`src/rtl/ctrl_pkg.sv`:
```
// Shared types and constants for the vector control sequencer: opcode map,
// FSM state encoding and the decoded control bundle.
package ctrl_pkg;

  localparam logic [2:0] OP_ALUR   = 3'b000;
  localparam logic [2:0] OP_ALUI   = 3'b001;
  localparam logic [2:0] OP_LOAD   = 3'b010;
  localparam logic [2:0] OP_STORE  = 3'b011;
  localparam logic [2:0] OP_BRANCH = 3'b100;
  localparam logic [2:0] OP_JUMP   = 3'b101;
  localparam logic [2:0] OP_NOP    = 3'b110;
  localparam logic [2:0] OP_HALT   = 3'b111;

  localparam logic [2:0] ALU_ADD = 3'b000;
  localparam logic [2:0] ALU_SUB = 3'b001;

  typedef enum logic [1:0] {
    ST_IDLE = 2'd0,
    ST_EXEC = 2'd1,
    ST_MEM  = 2'd2,
    ST_HALT = 2'd3
  } state_t;

  // branch marks ops whose PCSrc follows the live zero flag
  typedef struct packed {
    logic       pcSrc;
    logic       branch;
    logic       regWrite;
    logic       immSrc;
    logic       aluSrc;
    logic       memWrite;
    logic       memRead;
    logic       memtoReg;
    logic [2:0] aluOp;
  } ctrl_t;

  // Only the ALU and memory opcodes (MSB clear) have a vector form.
  function automatic logic vecCapable(input logic [2:0] op);
    return ~op[2];
  endfunction

  function automatic state_t entryState(input logic [2:0] op);
    if (op == OP_HALT) return ST_HALT;
    if (op == OP_LOAD || op == OP_STORE) return ST_MEM;
    return ST_EXEC;
  endfunction

endpackage

```
`src/rtl/vector_control_sequencer_if.sv`:
```
// Instruction handshake, datapath controls and sequencing status between the
// decode stage, the sequencer and the scalar/vector datapath.
interface vector_control_sequencer_if #(
  parameter int LANES   = 4,
  parameter int VLEN    = 16,
  parameter int ALUOP_W = 3
);
  localparam int BEATS  = VLEN / LANES;
  localparam int BIDX_W = (BEATS > 1) ? $clog2(BEATS) : 1;

  logic               instr_valid;
  logic               instr_ready;
  logic [2:0]         opcode;
  logic [2:0]         funct;
  logic               vec;
  logic               zero_flag;
  logic               mem_ready;
  logic               PCSrc;
  logic               RegWrite;
  logic               ImmSrc;
  logic               ALUSrc;
  logic               MemWrite;
  logic               MemRead;
  logic               MemtoReg;
  logic [ALUOP_W-1:0] AluOp;
  logic               vec_active;
  logic [BIDX_W-1:0]  beat_idx;
  logic               busy;
  logic               done;
  logic               halted;

  modport master (
    output instr_valid, opcode, funct, vec, zero_flag, mem_ready,
    input  instr_ready, PCSrc, RegWrite, ImmSrc, ALUSrc, MemWrite, MemRead, MemtoReg,
    input  AluOp, vec_active, beat_idx, busy, done, halted
  );

  modport slave (
    input  instr_valid, opcode, funct, vec, zero_flag, mem_ready,
    output instr_ready, PCSrc, RegWrite, ImmSrc, ALUSrc, MemWrite, MemRead, MemtoReg,
    output AluOp, vec_active, beat_idx, busy, done, halted
  );

endinterface

```
`src/rtl/ctrl_decoder.sv`:
```
// Pure combinational opcode/funct decode into the control bundle that the
// sequencer latches when it accepts an instruction.
module ctrl_decoder
  import ctrl_pkg::*;
(
  input  logic [2:0] opcode,
  input  logic [2:0] funct,
  output ctrl_t      ctrl
);

  always_comb begin
    ctrl       = '0;
    ctrl.aluOp = ALU_ADD;
    case (opcode)
      OP_ALUR: begin
        ctrl.regWrite = 1'b1;
        ctrl.aluOp    = funct;
      end
      OP_ALUI: begin
        ctrl.regWrite = 1'b1;
        ctrl.aluSrc   = 1'b1;
        ctrl.immSrc   = 1'b1;
        ctrl.aluOp    = funct;
      end
      // RegWrite for a load is further qualified by mem_ready in the sequencer
      OP_LOAD: begin
        ctrl.memRead  = 1'b1;
        ctrl.memtoReg = 1'b1;
        ctrl.regWrite = 1'b1;
      end
      OP_STORE:  ctrl.memWrite = 1'b1;
      OP_BRANCH: begin
        ctrl.branch = 1'b1;
        ctrl.aluOp  = ALU_SUB;
      end
      OP_JUMP:   ctrl.pcSrc = 1'b1;
      default:   ;
    endcase
  end

endmodule

```
`src/rtl/vector_control_sequencer.sv`:
```
// Multi-cycle control sequencer: latches decoded controls on acceptance and
// steps scalar or vector instructions through their beats.
module vector_control_sequencer
  import ctrl_pkg::*;
#(
  parameter int LANES   = 4,
  parameter int VLEN    = 16,
  parameter int ALUOP_W = 3
) (
  input  logic                        clk,
  input  logic                        rst,
  vector_control_sequencer_if.slave   bus
);

  localparam int BEATS  = VLEN / LANES;
  localparam int BIDX_W = (BEATS > 1) ? $clog2(BEATS) : 1;
  localparam logic [BIDX_W-1:0] LAST_BEAT = BIDX_W'(BEATS - 1);

  state_t            stateReg;
  ctrl_t             ctrlReg;
  ctrl_t             decoded;
  logic              vecReg;
  logic [BIDX_W-1:0] beatReg;
  logic              doneReg;

  logic inExec;
  logic inMem;
  logic active;
  logic retire;
  logic lastBeat;

  ctrl_decoder uDecoder (
    .opcode (bus.opcode),
    .funct  (bus.funct),
    .ctrl   (decoded)
  );

  assign inExec   = (stateReg == ST_EXEC);
  assign inMem    = (stateReg == ST_MEM);
  assign active   = inExec | inMem;
  assign retire   = inExec | (inMem & bus.mem_ready);
  assign lastBeat = ~vecReg | (beatReg == LAST_BEAT);

  always_ff @(posedge clk or negedge rst) begin
    if (!rst) begin
      stateReg <= ST_IDLE;
      ctrlReg  <= '0;
      vecReg   <= 1'b0;
      beatReg  <= '0;
      doneReg  <= 1'b0;
    end else begin
      doneReg <= 1'b0;
      case (stateReg)
        ST_IDLE: begin
          if (bus.instr_valid) begin
            ctrlReg  <= decoded;
            vecReg   <= bus.vec & vecCapable(bus.opcode);
            beatReg  <= '0;
            stateReg <= entryState(bus.opcode);
          end
        end
        ST_EXEC, ST_MEM: begin
          if (retire) begin
            if (lastBeat) begin
              stateReg <= ST_IDLE;
              ctrlReg  <= '0;
              vecReg   <= 1'b0;
              beatReg  <= '0;
              doneReg  <= 1'b1;
            end else begin
              beatReg <= beatReg + 1'b1;
            end
          end
        end
        ST_HALT: ;
      endcase
    end
  end

  // Branch outcome and load write-back follow their live qualifiers within the beat.
  assign bus.PCSrc    = active & (ctrlReg.pcSrc | (ctrlReg.branch & bus.zero_flag));
  assign bus.RegWrite = active & ctrlReg.regWrite & (inExec | bus.mem_ready);
  assign bus.ImmSrc   = active & ctrlReg.immSrc;
  assign bus.ALUSrc   = active & ctrlReg.aluSrc;
  assign bus.MemWrite = active & ctrlReg.memWrite;
  assign bus.MemRead  = active & ctrlReg.memRead;
  assign bus.MemtoReg = active & ctrlReg.memtoReg;
  assign bus.AluOp    = active ? ALUOP_W'(ctrlReg.aluOp) : '0;

  assign bus.instr_ready = (stateReg == ST_IDLE);
  assign bus.busy        = (stateReg != ST_IDLE);
  assign bus.halted      = (stateReg == ST_HALT);
  assign bus.done        = doneReg;
  assign bus.vec_active  = vecReg;
  assign bus.beat_idx    = beatReg;

endmodule
```
`src/flat_wrapper.sv`:
```
// flat-port wrapper written by rule: the top's interface ports become plain ports
module vector_control_sequencer_flat import ctrl_pkg::*;
#(
  parameter int LANES   = 4,
  parameter int VLEN    = 16,
  parameter int ALUOP_W = 3
)
  (clk, rst, bus_instr_valid, bus_opcode, bus_funct, bus_vec, bus_zero_flag, bus_mem_ready, bus_instr_ready, bus_PCSrc, bus_RegWrite, bus_ImmSrc, bus_ALUSrc, bus_MemWrite, bus_MemRead, bus_MemtoReg, bus_AluOp, bus_vec_active, bus_beat_idx, bus_busy, bus_done, bus_halted);
  vector_control_sequencer_if #(.LANES(LANES), .VLEN(VLEN), .ALUOP_W(ALUOP_W)) bus_i ();
  input  logic clk;
  input  logic rst;
  input wire logic [$bits(bus_i.instr_valid)-1:0] bus_instr_valid;
  input wire logic [$bits(bus_i.opcode)-1:0] bus_opcode;
  input wire logic [$bits(bus_i.funct)-1:0] bus_funct;
  input wire logic [$bits(bus_i.vec)-1:0] bus_vec;
  input wire logic [$bits(bus_i.zero_flag)-1:0] bus_zero_flag;
  input wire logic [$bits(bus_i.mem_ready)-1:0] bus_mem_ready;
  output wire logic [$bits(bus_i.instr_ready)-1:0] bus_instr_ready;
  output wire logic [$bits(bus_i.PCSrc)-1:0] bus_PCSrc;
  output wire logic [$bits(bus_i.RegWrite)-1:0] bus_RegWrite;
  output wire logic [$bits(bus_i.ImmSrc)-1:0] bus_ImmSrc;
  output wire logic [$bits(bus_i.ALUSrc)-1:0] bus_ALUSrc;
  output wire logic [$bits(bus_i.MemWrite)-1:0] bus_MemWrite;
  output wire logic [$bits(bus_i.MemRead)-1:0] bus_MemRead;
  output wire logic [$bits(bus_i.MemtoReg)-1:0] bus_MemtoReg;
  output wire logic [$bits(bus_i.AluOp)-1:0] bus_AluOp;
  output wire logic [$bits(bus_i.vec_active)-1:0] bus_vec_active;
  output wire logic [$bits(bus_i.beat_idx)-1:0] bus_beat_idx;
  output wire logic [$bits(bus_i.busy)-1:0] bus_busy;
  output wire logic [$bits(bus_i.done)-1:0] bus_done;
  output wire logic [$bits(bus_i.halted)-1:0] bus_halted;
  assign bus_i.instr_valid = bus_instr_valid;
  assign bus_i.opcode = bus_opcode;
  assign bus_i.funct = bus_funct;
  assign bus_i.vec = bus_vec;
  assign bus_i.zero_flag = bus_zero_flag;
  assign bus_i.mem_ready = bus_mem_ready;
  assign bus_instr_ready = bus_i.instr_ready;
  assign bus_PCSrc = bus_i.PCSrc;
  assign bus_RegWrite = bus_i.RegWrite;
  assign bus_ImmSrc = bus_i.ImmSrc;
  assign bus_ALUSrc = bus_i.ALUSrc;
  assign bus_MemWrite = bus_i.MemWrite;
  assign bus_MemRead = bus_i.MemRead;
  assign bus_MemtoReg = bus_i.MemtoReg;
  assign bus_AluOp = bus_i.AluOp;
  assign bus_vec_active = bus_i.vec_active;
  assign bus_beat_idx = bus_i.beat_idx;
  assign bus_busy = bus_i.busy;
  assign bus_done = bus_i.done;
  assign bus_halted = bus_i.halted;
  vector_control_sequencer #(.LANES(LANES), .VLEN(VLEN), .ALUOP_W(ALUOP_W)) u_core (.clk(clk), .rst(rst), .bus(bus_i));
endmodule
```
`config.mk`:
```
export PLATFORM = sky130hd
export DESIGN_NAME = vector_control_sequencer_flat
export DESIGN_NICKNAME = d
export VERILOG_FILES = /design/src/rtl/ctrl_pkg.sv /design/src/rtl/vector_control_sequencer_if.sv /design/src/rtl/ctrl_decoder.sv /design/src/rtl/vector_control_sequencer.sv /design/src/flat_wrapper.sv
export SDC_FILE = /design/constraint.sdc
export NUM_CORES = 1
export LEC_CHECK = 0
export CORE_UTILIZATION = 46
export CTS_BUF_LIST = sky130_fd_sc_hd__clkbuf_8
export DETAILED_ROUTE_END_ITERATION = 8
export GPL_TIMING_DRIVEN = 0
export PLACE_DENSITY = 0.85
export SYNTH_ARGS = -nofsm -noshare
export SYNTH_HDL_FRONTEND = slang
export SYNTH_SLANG_ARGS = --single-unit
```
`constraint.sdc`:
```
create_clock -name clk -period 3 [get_ports clk]
set_input_delay 0.75 -clock clk [delete_from_list [all_inputs] [get_ports clk]]
set_output_delay 0.75 -clock clk [all_outputs]
set_load 0.02 [all_outputs]
```
==> results.json <==
{
  "fmax_mhz": 355,
  "p_leak_nw": 0.560,
  "fin_crit_sh_pct": 93.9,
  "clock_sinks": 15,
  "drcViolationCount": 0,
  "nNetsFinal": 131,
  "crit_fanout": 13,
  "synthCells": 81,
  "clk_latency_ns": 0.25,
  "grt_use_total_pct": 23.0,
  "antenna_found_initial": 0,
  "die-width_um": 45.5,
  "area_delta_synth_final_pct": 42.0,
  "swShare_pct": 42.2,
  "grt_pass1_vias": 734,
  "setup_ws_ns": 0.183,
  "io_buffers": 28,
  "htreeDepth": 1,
  "initial_core_util_pct": 49.9,
  "yosysSeqAreaShare_pct": 43.1,
  "path_class": "reg2out",
  "drv_slew": 0,
  "synth_edf_count": 0,
  "post_cts_buffers": 0,
  "hold_path_class": "reg2reg",
  "fin_setup_tns_ns": 0,
  "grt_max_degree": 16,
  "p_per_area_nw_per_um2": 1040,
  "skew_ns": 0.00551,
  "clockBufferDepth": 2,
  "cap_violations": 0,
  "grt_pass1_wl_um": 3280,
  "drt_iter0_markers": 15,
  "ys_ff_latch": 15,
  "dieHeight_um": 45.5,
  "r2r-start": "u_core.stateReg[0]",
  "wl_per_cell_um": 15.2,
  "seq_power_share_pct": 25.0,
  "worst_slew_pin_slew_ns": 0.766,
  "grt_use_met3_pct": 1.19,
  "drt_pass1_iterations": 4,
  "p_int_mw": 0.742,
  "antennaDiodeCount": 0,
  "synth_top_flop_cell": "dfrtp_1",
  "setup_viol": 0,
  "coreArea_um2": 1750,
  "pwr-share-comb_pct": 62.2,
  "worstSetupEndpointType": "output pin",
  "final_layout_size_suffix_gt1_share_pct": 10.7,
  "use_met1_pct": 26.0,
  "layout_commonest_cell": "clkdlybuf4s50_1",
  "layout_common_cells": "28 x clkdlybuf4s50_1, 15 x dfrtp_1, 11 x inv_1",
  "use_met2_pct": 40.9,
  "irDropWorstVdd_mv": 0.577,
  "ys_types": 24,
  "syn_area_per_cell_um2": 10.8,
  "final_hold_viol_count": 0,
  "dieArea_um2": 2070,
  "via_per_inst": 5.42,
  "cts_tree": "done",
  "dp_slack_ns": 0.0162,
  "fin_crit_ns": 2.82,
  "grt_setup_unrepaired": "no",
  "fin_cells": 137,
  "min_path_cells": 1,
  "rows": 15,
  "hold_start": "u_core.ctrlReg[7]",
  "vias": 742,
  "root_buffer": "clkbuf_8",
  "arrival_ns": 2.07,
  "clk_pin_slew_ns": 0.06,
  "grt-busiest-layer": "met2",
  "drt_wl_total_um": 2080,
  "async_reset_ff_share_pct": 100,
  "status": "completed",
  "max-slew-margin-rel_pct": 48.9,
  "crit_required_ns": 2.25,
  "gp_congestion": 0.772,
  "rr_endpoint": "u_core.ctrlReg[8]",
  "cts_buffers": 3,
  "antenna_left": 0,
  "p_switching_mw": 0.542,
  "worstSetupStartpointType": "register",
  "placedCellCount": 134,
  "total_power_mw": 1.28,
  "worst_hold_slack_ns": 0.500,
  "dp_hpwl_um": 1520,
  "hold_end": "u_core.ctrlReg[7]",
  "syn_area_um2": 871,
  "r2r_setup_slack_ns": 0.78,
  "grt_overflow_total": 0,
  "syn_nets": 99,
  "clockPowerShare_pct": 12.8,
  "yosysWarnings": 0,
  "ff2ff_path_depth": 5,
  "ios": 29
}
[power groups by stage]
stage	registers [mW]	clock network (mW)	logic [mW]
2_1_floorplan	0.329	0	0.511
3_3_place_gp	0.318	0	0.745
3_5_place_dp	0.325	0	0.767
4_1_cts	0.321	0.164	0.771
5_1_grt	0.328	0.171	0.858
6_report	0.321	0.164	0.799
[layout make-up]
cell class,count,area [um^2]
Fill cell,136,509
Multi-Input combinational cell,53,452
Sequential cell,15,375
Timing Repair Buffer,28,280
Clock buffer,3,41.3
Inverter,10,37.5
Tap cell,25,31.3
Buffer,2,15.0
Clock inverter,1,3.75
[stage by stage]
stage,util [%],instance area (um^2)
final,70.8,1240
after global routing,70.8,1240
after CTS,70.3,1230
after detailed placement,67.7,1180
after global placement,67.7,1180
after floorplan,-,871
[sequential cells by signal, summed over array words and instances, names as in the netlist]
signal	count
u_core.ctrlReg	9
u_core.bus.beat_idx	2
u_core.stateReg	2
u_core.bus.done	1
u_core.bus.vec_active	1
[synthesized netlist by cell type, types with 2 or more instances]
master     n  area share [%]
a211oi_1   2             1.7
a21oi_1    2             1.1
a32o_1     4             4.6
and2_1     3             2.2
buf_4      2             1.7
dfrtp_1   15              43
ha_1       6             8.6
inv_1     10             4.3
mux2_4     2             3.4
mux2i_1    6             6.9
nand2_1    2            0.86
nand3_1    2             1.1
nor2_1     7             3.0
nor2b_1    4             2.9
nor3_1     4             2.3
o21ai_0    2             1.1
[worst max-delay path, stage by stage (launching register included)]
cell	delay (ns)
dfrtp_1	0.42
inv_1	0.11
ha_4	0.37
inv_1	0.15
nor2_1	0.15
clkdlybuf4s50_1	0.61
[routing by layer]
layer / part of all wire (%) / vias to the layer above
met3: 5.0 / 5
met5: 0 / -
met1: 41 / 361
met2: 52 / 32
li1: - / 344
met4: 2.3 / 0
[cells by family after synthesis]
logic type / share of synthesized area, %
AND/OR/NAND/NOR: 14.9
flip-flops: 43.1
AO/OA/AOI/OAI: 15.2
buffers and inverters: 6.47
multiplexers: 11.6
adder cells (fa/ha/maj): 8.62
[timing repair]
action | 4_1_cts | 5_1_grt
setup endpoints to repair | 10 | 7
pin swaps | 0 | 0
hold buffers | 0 | 0
resized for setup | 1 | 1
[how the worst max path moves through the flow]
stage	startpoint	to	cells after the start
after floorplan	u_core.stateReg[0]	bus_ImmSrc	5
after global placement	u_core.stateReg[1]	bus_AluOp[0]	6
after detailed placement	u_core.stateReg[0]	bus_AluOp[0]	6
after CTS	u_core.stateReg[1]	bus_AluOp[0]	5
after global routing	u_core.stateReg[1]	bus_AluOp[2]	5
final	u_core.stateReg[1]	bus_AluOp[0]	5
No activity file was read; power rests on OpenSTA's default activity.
